$ cat src/rtl/traffic_pkg.sv
// ---------------------------------------------------------------------------
// traffic_pkg
//
// Shared types and helpers for the intersection controller.
//
// Contents:
//   phase_e        - controller phase encoding {GREEN, YELLOW, ALLRED, WALK}.
//                    WALK keeps its code even when pedestrian support is not
//                    built, so the encoding never shifts between builds.
//   DEF_*          - default parameter values for the controller.
//   MAX_DIR        - largest supported number of approaches.
//   rr_next_dir()  - round-robin search for the next requesting approach.
// ---------------------------------------------------------------------------
package traffic_pkg;

    typedef enum logic [1:0] {
        GREEN  = 2'd0,
        YELLOW = 2'd1,
        ALLRED = 2'd2,
        WALK   = 2'd3
    } phase_e;

    localparam int DEF_N_DIR    = 2;
    localparam int DEF_CNT_W    = 8;
    localparam int DEF_T_GREEN  = 20;
    localparam int DEF_T_YELLOW = 4;
    localparam int DEF_T_ALLRED = 2;
    localparam int DEF_T_WALK   = 10;

    localparam int MAX_DIR = 8;

    // Returns the first approach after 'active' (wrapping n_dir-1 -> 0) whose
    // request bit is set, or -1 when no other approach is requesting. The
    // active approach itself is never a candidate, so its own request is
    // ignored. The loop has a fixed trip count so it unrolls into a small
    // priority chain in hardware.
    function automatic int rr_next_dir(input logic [MAX_DIR-1:0] req,
                                       input int                 active,
                                       input int                 n_dir);
        int result;
        int idx;
        result = -1;
        for (int k = 1; k < MAX_DIR; k++) begin
            idx = active + k;
            if (idx >= n_dir) begin
                idx = idx - n_dir;
            end
            if ((k < n_dir) && (result < 0) && req[idx[2:0]]) begin
                result = idx;
            end
        end
        return result;
    endfunction

endpackage

$ cat src/rtl/traffic_intersection_ctrl_phase_timer.sv
// ---------------------------------------------------------------------------
// phase_timer
//
// Saturating tick counter that measures how long the controller has been in
// its current phase.
//
// Ports:
//   clock    in   rising-edge system clock
//   rst      in   asynchronous reset, active-low
//   tick     in   one-clock phase-time strobe; the count only moves on it
//   clear    in   restart the count from zero (phase entry)
//   limit    in   phase duration in ticks (>= 1)
//   expired  out  high on the tick where the count equals limit-1
//
// The count stops at limit-1 instead of wrapping, so a phase that is held
// past its minimum (e.g. a green with no competing demand) reports expired
// on every following tick.
// ---------------------------------------------------------------------------
module phase_timer #(
    parameter int CNT_W = 8
) (
    input  logic             clock,
    input  logic             rst,
    input  logic             tick,
    input  logic             clear,
    input  logic [CNT_W-1:0] limit,
    output logic             expired
);

    logic [CNT_W-1:0] count_q;
    logic [CNT_W-1:0] count_d;
    logic [CNT_W-1:0] last;

    assign last    = limit - CNT_W'(1);
    assign expired = tick && (count_q == last);

    // clear wins over tick: the entry tick of a new phase leaves the count
    // at zero, so the new phase then lasts exactly 'limit' further ticks.
    always_comb begin
        count_d = count_q;
        if (clear) begin
            count_d = '0;
        end else if (tick && (count_q != last)) begin
            count_d = count_q + CNT_W'(1);
        end
    end

    always_ff @(posedge clock or negedge rst) begin
        if (!rst) begin
            count_q <= '0;
        end else begin
            count_q <= count_d;
        end
    end

endmodule

$ cat src/rtl/traffic_intersection_ctrl.sv
// ---------------------------------------------------------------------------
// traffic_intersection_ctrl
//
// N-approach intersection controller. One approach is green at a time; the
// green is held until some other approach requests service, then the
// controller runs yellow and an all-red clearance before handing the green to
// the next requesting approach in round-robin order. Everything advances
// only on the 'tick' strobe coming from the clock divider.
//
// Optional feature (macro PED_WALK_EN):
//   Adds ped_req/walk ports. A pedestrian press is remembered in a sticky
//   flag; when the flag is set at the end of an all-red clearance the
//   controller inserts a WALK phase (all red, walk lamp on) before the next
//   green. Without the macro the ports, the flag and the WALK behaviour are
//   absent.
//
// Ports:
//   clock       in   system clock, rising edge
//   rst         in   asynchronous reset, active-low
//   tick        in   phase-time strobe, one clock wide
//   req         in   [N_DIR]  vehicle demand per approach, level
//   green       out  [N_DIR]  green lamp per approach   (registered)
//   yellow      out  [N_DIR]  yellow lamp per approach  (registered)
//   red         out  [N_DIR]  red lamp per approach     (registered)
//   active_dir  out  approach currently owning the phase (registered)
//   ped_req     in   pedestrian button, pulse or level  (PED_WALK_EN only)
//   walk        out  pedestrian walk lamp (registered)  (PED_WALK_EN only)
//
// Parameters: N_DIR (2..8), CNT_W, T_GREEN, T_YELLOW, T_ALLRED, T_WALK,
// all durations in ticks and >= 1.
// ---------------------------------------------------------------------------
module traffic_intersection_ctrl
    import traffic_pkg::*;
#(
    parameter int N_DIR    = DEF_N_DIR,
    parameter int CNT_W    = DEF_CNT_W,
    parameter int T_GREEN  = DEF_T_GREEN,
    parameter int T_YELLOW = DEF_T_YELLOW,
    parameter int T_ALLRED = DEF_T_ALLRED,
    parameter int T_WALK   = DEF_T_WALK
) (
    input  logic                       clock,
    input  logic                       rst,
    input  logic                       tick,
    input  logic [N_DIR-1:0]           req,
    output logic [N_DIR-1:0]           green,
    output logic [N_DIR-1:0]           yellow,
    output logic [N_DIR-1:0]           red,
    output logic [$clog2(N_DIR)-1:0]   active_dir
`ifdef PED_WALK_EN
    ,
    input  logic                       ped_req,
    output logic                       walk
`endif
);

    localparam int DIR_W = $clog2(N_DIR);

    phase_e             state_q;
    phase_e             state_d;
    logic [DIR_W-1:0]   active_dir_q;
    logic [DIR_W-1:0]   active_dir_d;
    logic [DIR_W-1:0]   next_dir_q;
    logic [DIR_W-1:0]   next_dir_d;
    logic [N_DIR-1:0]   green_q;
    logic [N_DIR-1:0]   green_d;
    logic [N_DIR-1:0]   yellow_q;
    logic [N_DIR-1:0]   yellow_d;
    logic [N_DIR-1:0]   red_q;
    logic [N_DIR-1:0]   red_d;
`ifdef PED_WALK_EN
    logic               ped_flag_q;
    logic               ped_flag_d;
    logic               walk_q;
    logic               walk_d;
`endif

    logic [CNT_W-1:0]   limit;
    logic               expired;
    logic               clear;
    int                 rr_sel;

    // Duration of the phase currently being timed.
    always_comb begin
        limit = CNT_W'(T_GREEN);
        case (state_q)
            GREEN:   limit = CNT_W'(T_GREEN);
            YELLOW:  limit = CNT_W'(T_YELLOW);
            ALLRED:  limit = CNT_W'(T_ALLRED);
            WALK:    limit = CNT_W'(T_WALK);
            default: limit = CNT_W'(T_GREEN);
        endcase
    end

    phase_timer #(
        .CNT_W   (CNT_W)
    ) u_phase_timer (
        .clock   (clock),
        .rst     (rst),
        .tick    (tick),
        .clear   (clear),
        .limit   (limit),
        .expired (expired)
    );

    // Phase sequencing. Every transition is gated by 'expired', which already
    // includes tick, so nothing moves while tick is low. Requests are only
    // looked at on the GREEN expiry tick; the chosen approach is parked in
    // next_dir and active_dir only changes when the new green starts.
    always_comb begin
        state_d      = state_q;
        active_dir_d = active_dir_q;
        next_dir_d   = next_dir_q;
        rr_sel       = rr_next_dir(8'(req), int'(active_dir_q), N_DIR);
`ifdef PED_WALK_EN
        ped_flag_d   = ped_flag_q | ped_req;
`endif
        case (state_q)
            GREEN: begin
                if (expired && (rr_sel >= 0)) begin
                    next_dir_d = DIR_W'(rr_sel);
                    state_d    = YELLOW;
                end
            end
            YELLOW: begin
                if (expired) begin
                    state_d = ALLRED;
                end
            end
            ALLRED: begin
                if (expired) begin
`ifdef PED_WALK_EN
                    // The flag is consumed as WALK starts, so a press made
                    // during the walk survives and arms the next clearance.
                    if (ped_flag_q) begin
                        state_d    = WALK;
                        ped_flag_d = ped_req;
                    end else begin
                        state_d      = GREEN;
                        active_dir_d = next_dir_q;
                    end
`else
                    state_d      = GREEN;
                    active_dir_d = next_dir_q;
`endif
                end
            end
            WALK: begin
`ifdef PED_WALK_EN
                if (expired) begin
                    state_d      = GREEN;
                    active_dir_d = next_dir_q;
                end
`else
                // Unreachable without pedestrian support; fall back safely.
                state_d      = GREEN;
                active_dir_d = next_dir_q;
`endif
            end
            default: begin
                state_d = GREEN;
            end
        endcase
    end

    // A held green keeps its saturated count; every real phase change
    // restarts the timer.
    assign clear = (state_d != state_q);

    // Lamp decode from the next state so the lamp registers change in the
    // same clock as the state register. red is the complement of the other
    // two, which keeps exactly one lamp lit per approach.
    always_comb begin
        green_d  = '0;
        yellow_d = '0;
        case (state_d)
            GREEN:   green_d  = N_DIR'(1) << active_dir_d;
            YELLOW:  yellow_d = N_DIR'(1) << active_dir_d;
            default: begin
                green_d  = '0;
                yellow_d = '0;
            end
        endcase
        red_d = ~(green_d | yellow_d);
`ifdef PED_WALK_EN
        walk_d = (state_d == WALK);
`endif
    end

    always_ff @(posedge clock or negedge rst) begin
        if (!rst) begin
            state_q      <= GREEN;
            active_dir_q <= '0;
            next_dir_q   <= '0;
            green_q      <= N_DIR'(1);
            yellow_q     <= '0;
            red_q        <= ~N_DIR'(1);
`ifdef PED_WALK_EN
            ped_flag_q   <= 1'b0;
            walk_q       <= 1'b0;
`endif
        end else begin
            state_q      <= state_d;
            active_dir_q <= active_dir_d;
            next_dir_q   <= next_dir_d;
            green_q      <= green_d;
            yellow_q     <= yellow_d;
            red_q        <= red_d;
`ifdef PED_WALK_EN
            ped_flag_q   <= ped_flag_d;
            walk_q       <= walk_d;
`endif
        end
    end

    assign green      = green_q;
    assign yellow     = yellow_q;
    assign red        = red_q;
    assign active_dir = active_dir_q;
`ifdef PED_WALK_EN
    assign walk       = walk_q;
`endif

endmodule

$ cat config.mk
export PLATFORM = sky130hd
export DESIGN_NAME = traffic_intersection_ctrl
export DESIGN_NICKNAME = d
export VERILOG_FILES = /design/src/rtl/traffic_pkg.sv /design/src/rtl/traffic_intersection_ctrl_phase_timer.sv /design/src/rtl/traffic_intersection_ctrl.sv
export SDC_FILE = /design/constraint.sdc
export NUM_CORES = 1
export LEC_CHECK = 0
export BUFFER_PORTS_ARGS = -buffer_cell sky130_fd_sc_hd__buf_2
export CAP_MARGIN = 20
export CORE_MARGIN = 4
export CORE_UTILIZATION = 57
export CTS_CLUSTER_DIAMETER = 80
export DETAILED_ROUTE_END_ITERATION = 16
export GPL_ROUTABILITY_DRIVEN = 0
export MAX_ROUTING_LAYER = met4
export PLACE_DENSITY = 0.81
export SLEW_MARGIN = 20
export SYNTH_ARGS = -nofsm -noshare
export SYNTH_HDL_FRONTEND = slang
export SYNTH_HIERARCHICAL = 1
export SYNTH_SLANG_ARGS = --single-unit
$ cat constraint.sdc
create_clock -name clock -period 4.1 [get_ports clock]
set_input_delay 0 -clock clock [delete_from_list [all_inputs] [get_ports clock]]
set_output_delay 0 -clock clock [all_outputs]
set_load 0.05 [all_outputs]
==> metrics.csv <==
metric;value;unit
status;complete, no violations;
post_route_cells_drive_above_1_share;18.30;%
crit_path_start_kind;flop;
p_clk_share;19.3;%
yosysMostFrequentCell;dfrtp_1;
drt_first_pass_iters;4;
cts_num_sinks;18;
route.met3.wl;75;um
ys_top_cells_by_area;dfrtp_1 (33%), mux2_1 (4.6%), dfstp_2 (4.3%);
path_clk_slew;100;ps
end_kind;flop;
wl;2.210;mm
p_comb_share;31.7;%
finalSetupViolations;0;
via_per_inst;5.278;
m1WireLength;1.130;mm
critPathRequiredTime;4280;ps
cts-hold-fix-buffers;3;
synth_enable_flop_cells;0;
yosys-top-cells-count;dfrtp_1 (16), nor2_1 (14), nand2_1 (9);
dieArea;2934;um^2
cp_slowest_cell;dfrtp_1;
grt_pass1_wl;3.850;mm
routedWlPerCell;12.28;um
route.vias.total;950;
chipWidth;54.17;um
critPathKind;flop to flop;
grt_setup_unrepaired;false;
power_density;406.7;nW/um^2
p_sw;197.2;uW
crit_top_cell;nor2_1;
arrival;3240;ps
post_cts_buffers;0;
slowest_delay;550;ps
cts_max_level;1;
netlist_area;1215;um^2
final_util;67.75;%
synth_top_area_share;32.96;%
setup_tns;0;ps
fmax;327.3;MHz
synth_seq_cells;18;
cts-resized-gates;0;
area_delta_synth_final;11.64;%
rows;16;
fin_skew;1.698;ps
final_nets;161;
place_hpwl;1.663;mm
globalRouteOverflowTotal;0;
synth.distinct_cells;47;
drcViolationCount;0;
post-synth-top-area-cell;dfrtp_1;
diodes;0;
p_seq_share;49.0;%
grt_max_degree;19;
start_util;60.69;%
ys_seq_area_share;37.28;%
grt_usage;18.96;%
drtIter0Drc;31;
p_int;354.4;uW
fin_crit;3055;ps
ant_nets;0;
irDropWorstVdd;0.3107;mV
ys_warn_count;6;
cts.path.max_buffers;2;
finalHoldViolations;0;
postSynthAreaPerCell;9.204;um^2
post-route-period-util;74.51;%
cp_cell_sequence;nor2_1 -> xor2_1 -> nor2_1 -> o311a_1 -> nor3_2 -> and3_2 -> a2bb2oi_1 -> buf_4 -> nand2b_1 -> a21oi_1 -> a31o_2;
ios;12;
slew_viol_final;0;
io_buffers;11;
synthArstFlopShare;100.0;%
cts_tree;yes;
grt_pass1_vias;879;
cts_root_buffer;clkbuf_4;
dieHeight;54.17;um
p_leak;0.0006228;uW
insertion_delay;290;ps
cts_made_buffers;3;
max_cap_violations;0;
core-area;2002;um^2
wl_met2;989;um
path_max_fanout;16;
maxUsedRoutingLayer;met4;
antenna_found_initial;0;
synth_ff_type;dfrtp_1;
netlist_instances;132;
hp-class;input pin to asynchronous set/reset pin;
switching_share;35.75;%
## final cells by class
| type | count | area (um^2) |
|---|---|---|
| clock buffer | 4 | 36.28 |
| inverter | 5 | 18.77 |
| multi-input combinational | 111 | 721.9 |
| sequential | 18 | 452.9 |
| fill | 159 | 645.6 |
| timing repair buffer | 15 | 92.59 |
| tap | 27 | 33.78 |
## worst paths after layout
check / depth (start not counted) / end / startpoint / slack [ps]
max reg2reg: 11 / u_phase_timer/count_q[2] / state_q[1] / 1050
min reg2reg: 1 / yellow[0] / active_dir / 610
max in group asynchronous: 2 / red[1] / rst / 3610
min in group clock: 4 / u_phase_timer/count_q[5] / tick / 190
min: 2 / red[0] / rst / 180
max: 11 / u_phase_timer/count_q[2] / state_q[1] / 1050
## power groups by stage
stage,Sequential (uW),Clock (uW),Combinational [uW]
floorplan,258,0,151
global placement,270,0,166
detailed placement,271,0,173
CTS,267,110,175
global route,277,121,200
finish,270,106,175
## flip-flops by register name (all words and copies together), names as in the netlist
signal,count
next_dir_q,1
state_q,2
u_phase_timer/count_q,8
yellow,2
active_dir,1
red,2
green,2
## cells in the final DEF (no fill, tap or decap), drive strengths merged, types with 2 or more instances in the layout
| cell type | n |
|---|---|
| dfstp | 2 |
| mux2 | 5 |
| nand2 | 9 |
| inv | 5 |
| and2 | 2 |
| dlygate4sd3 | 3 |
| nand4 | 6 |
| or2b | 2 |
| conb | 12 |
| nand2b | 2 |
| buf | 12 |
| xor2 | 5 |
| nor2 | 14 |
| ha | 2 |
| clkbuf | 4 |
| nor2b | 6 |
| dfrtp | 16 |
| a31oi | 2 |
| o21ai | 6 |
| mux2i | 2 |
| nor3 | 8 |
| a21oi | 3 |
| xnor2 | 5 |
## cell families (layout without fill, tap and decap cells)
family | count (synthesis) | in the layout | synth area share, %
simple gates | 57 | 57 | 26.26
xor+xnor | 10 | 10 | 7.209
compound gates | 23 | 23 | 13.90
fa+ha+maj | 2 | 2 | 2.059
other cells | 1 | 12 | 0.3087
flops | 18 | 18 | 37.28
buf+inv | 14 | 24 | 6.694
mux | 7 | 7 | 6.282
## worst max-delay path, delay by kind of cell (launching register included)
| kind | cells | cell delay, ps |
|---|---|---|
| compound gates | 4 | 790 |
| flops | 1 | 550 |
| xor+xnor | 1 | 240 |
| simple gates | 5 | 1170 |
| buf+inv | 1 | 200 |
## metal layers
layer / global-route usage (%) / up-vias
li1: - / 492
met1: 26.70 / 440
met2: 27.49 / 16
met3: 3.324 / 2
met4: 6.224 / 0
met5: - / -
## through the flow
| step | hold WS, ps | power, uW | cells | setup slack [ps] | area (um^2) |
|---|---|---|---|---|---|
| final | 177.8 | 551.6 | 180 | 1045 | 1356 |
| after global routing | 199.6 | 598.3 | 180 | 768.2 | 1356 |
| after CTS | 165.2 | 553.0 | 180 | 1064 | 1356 |
| after detailed placement | -56.43 | 444.0 | 173 | 1069 | 1290 |
| after global placement | -61.30 | 436.4 | 173 | 1246 | 1290 |
| after floorplan | -295.6 | 409.2 | 143 | 1128 | 1256 |
Note: power is estimated with default switching activity, not from simulation.
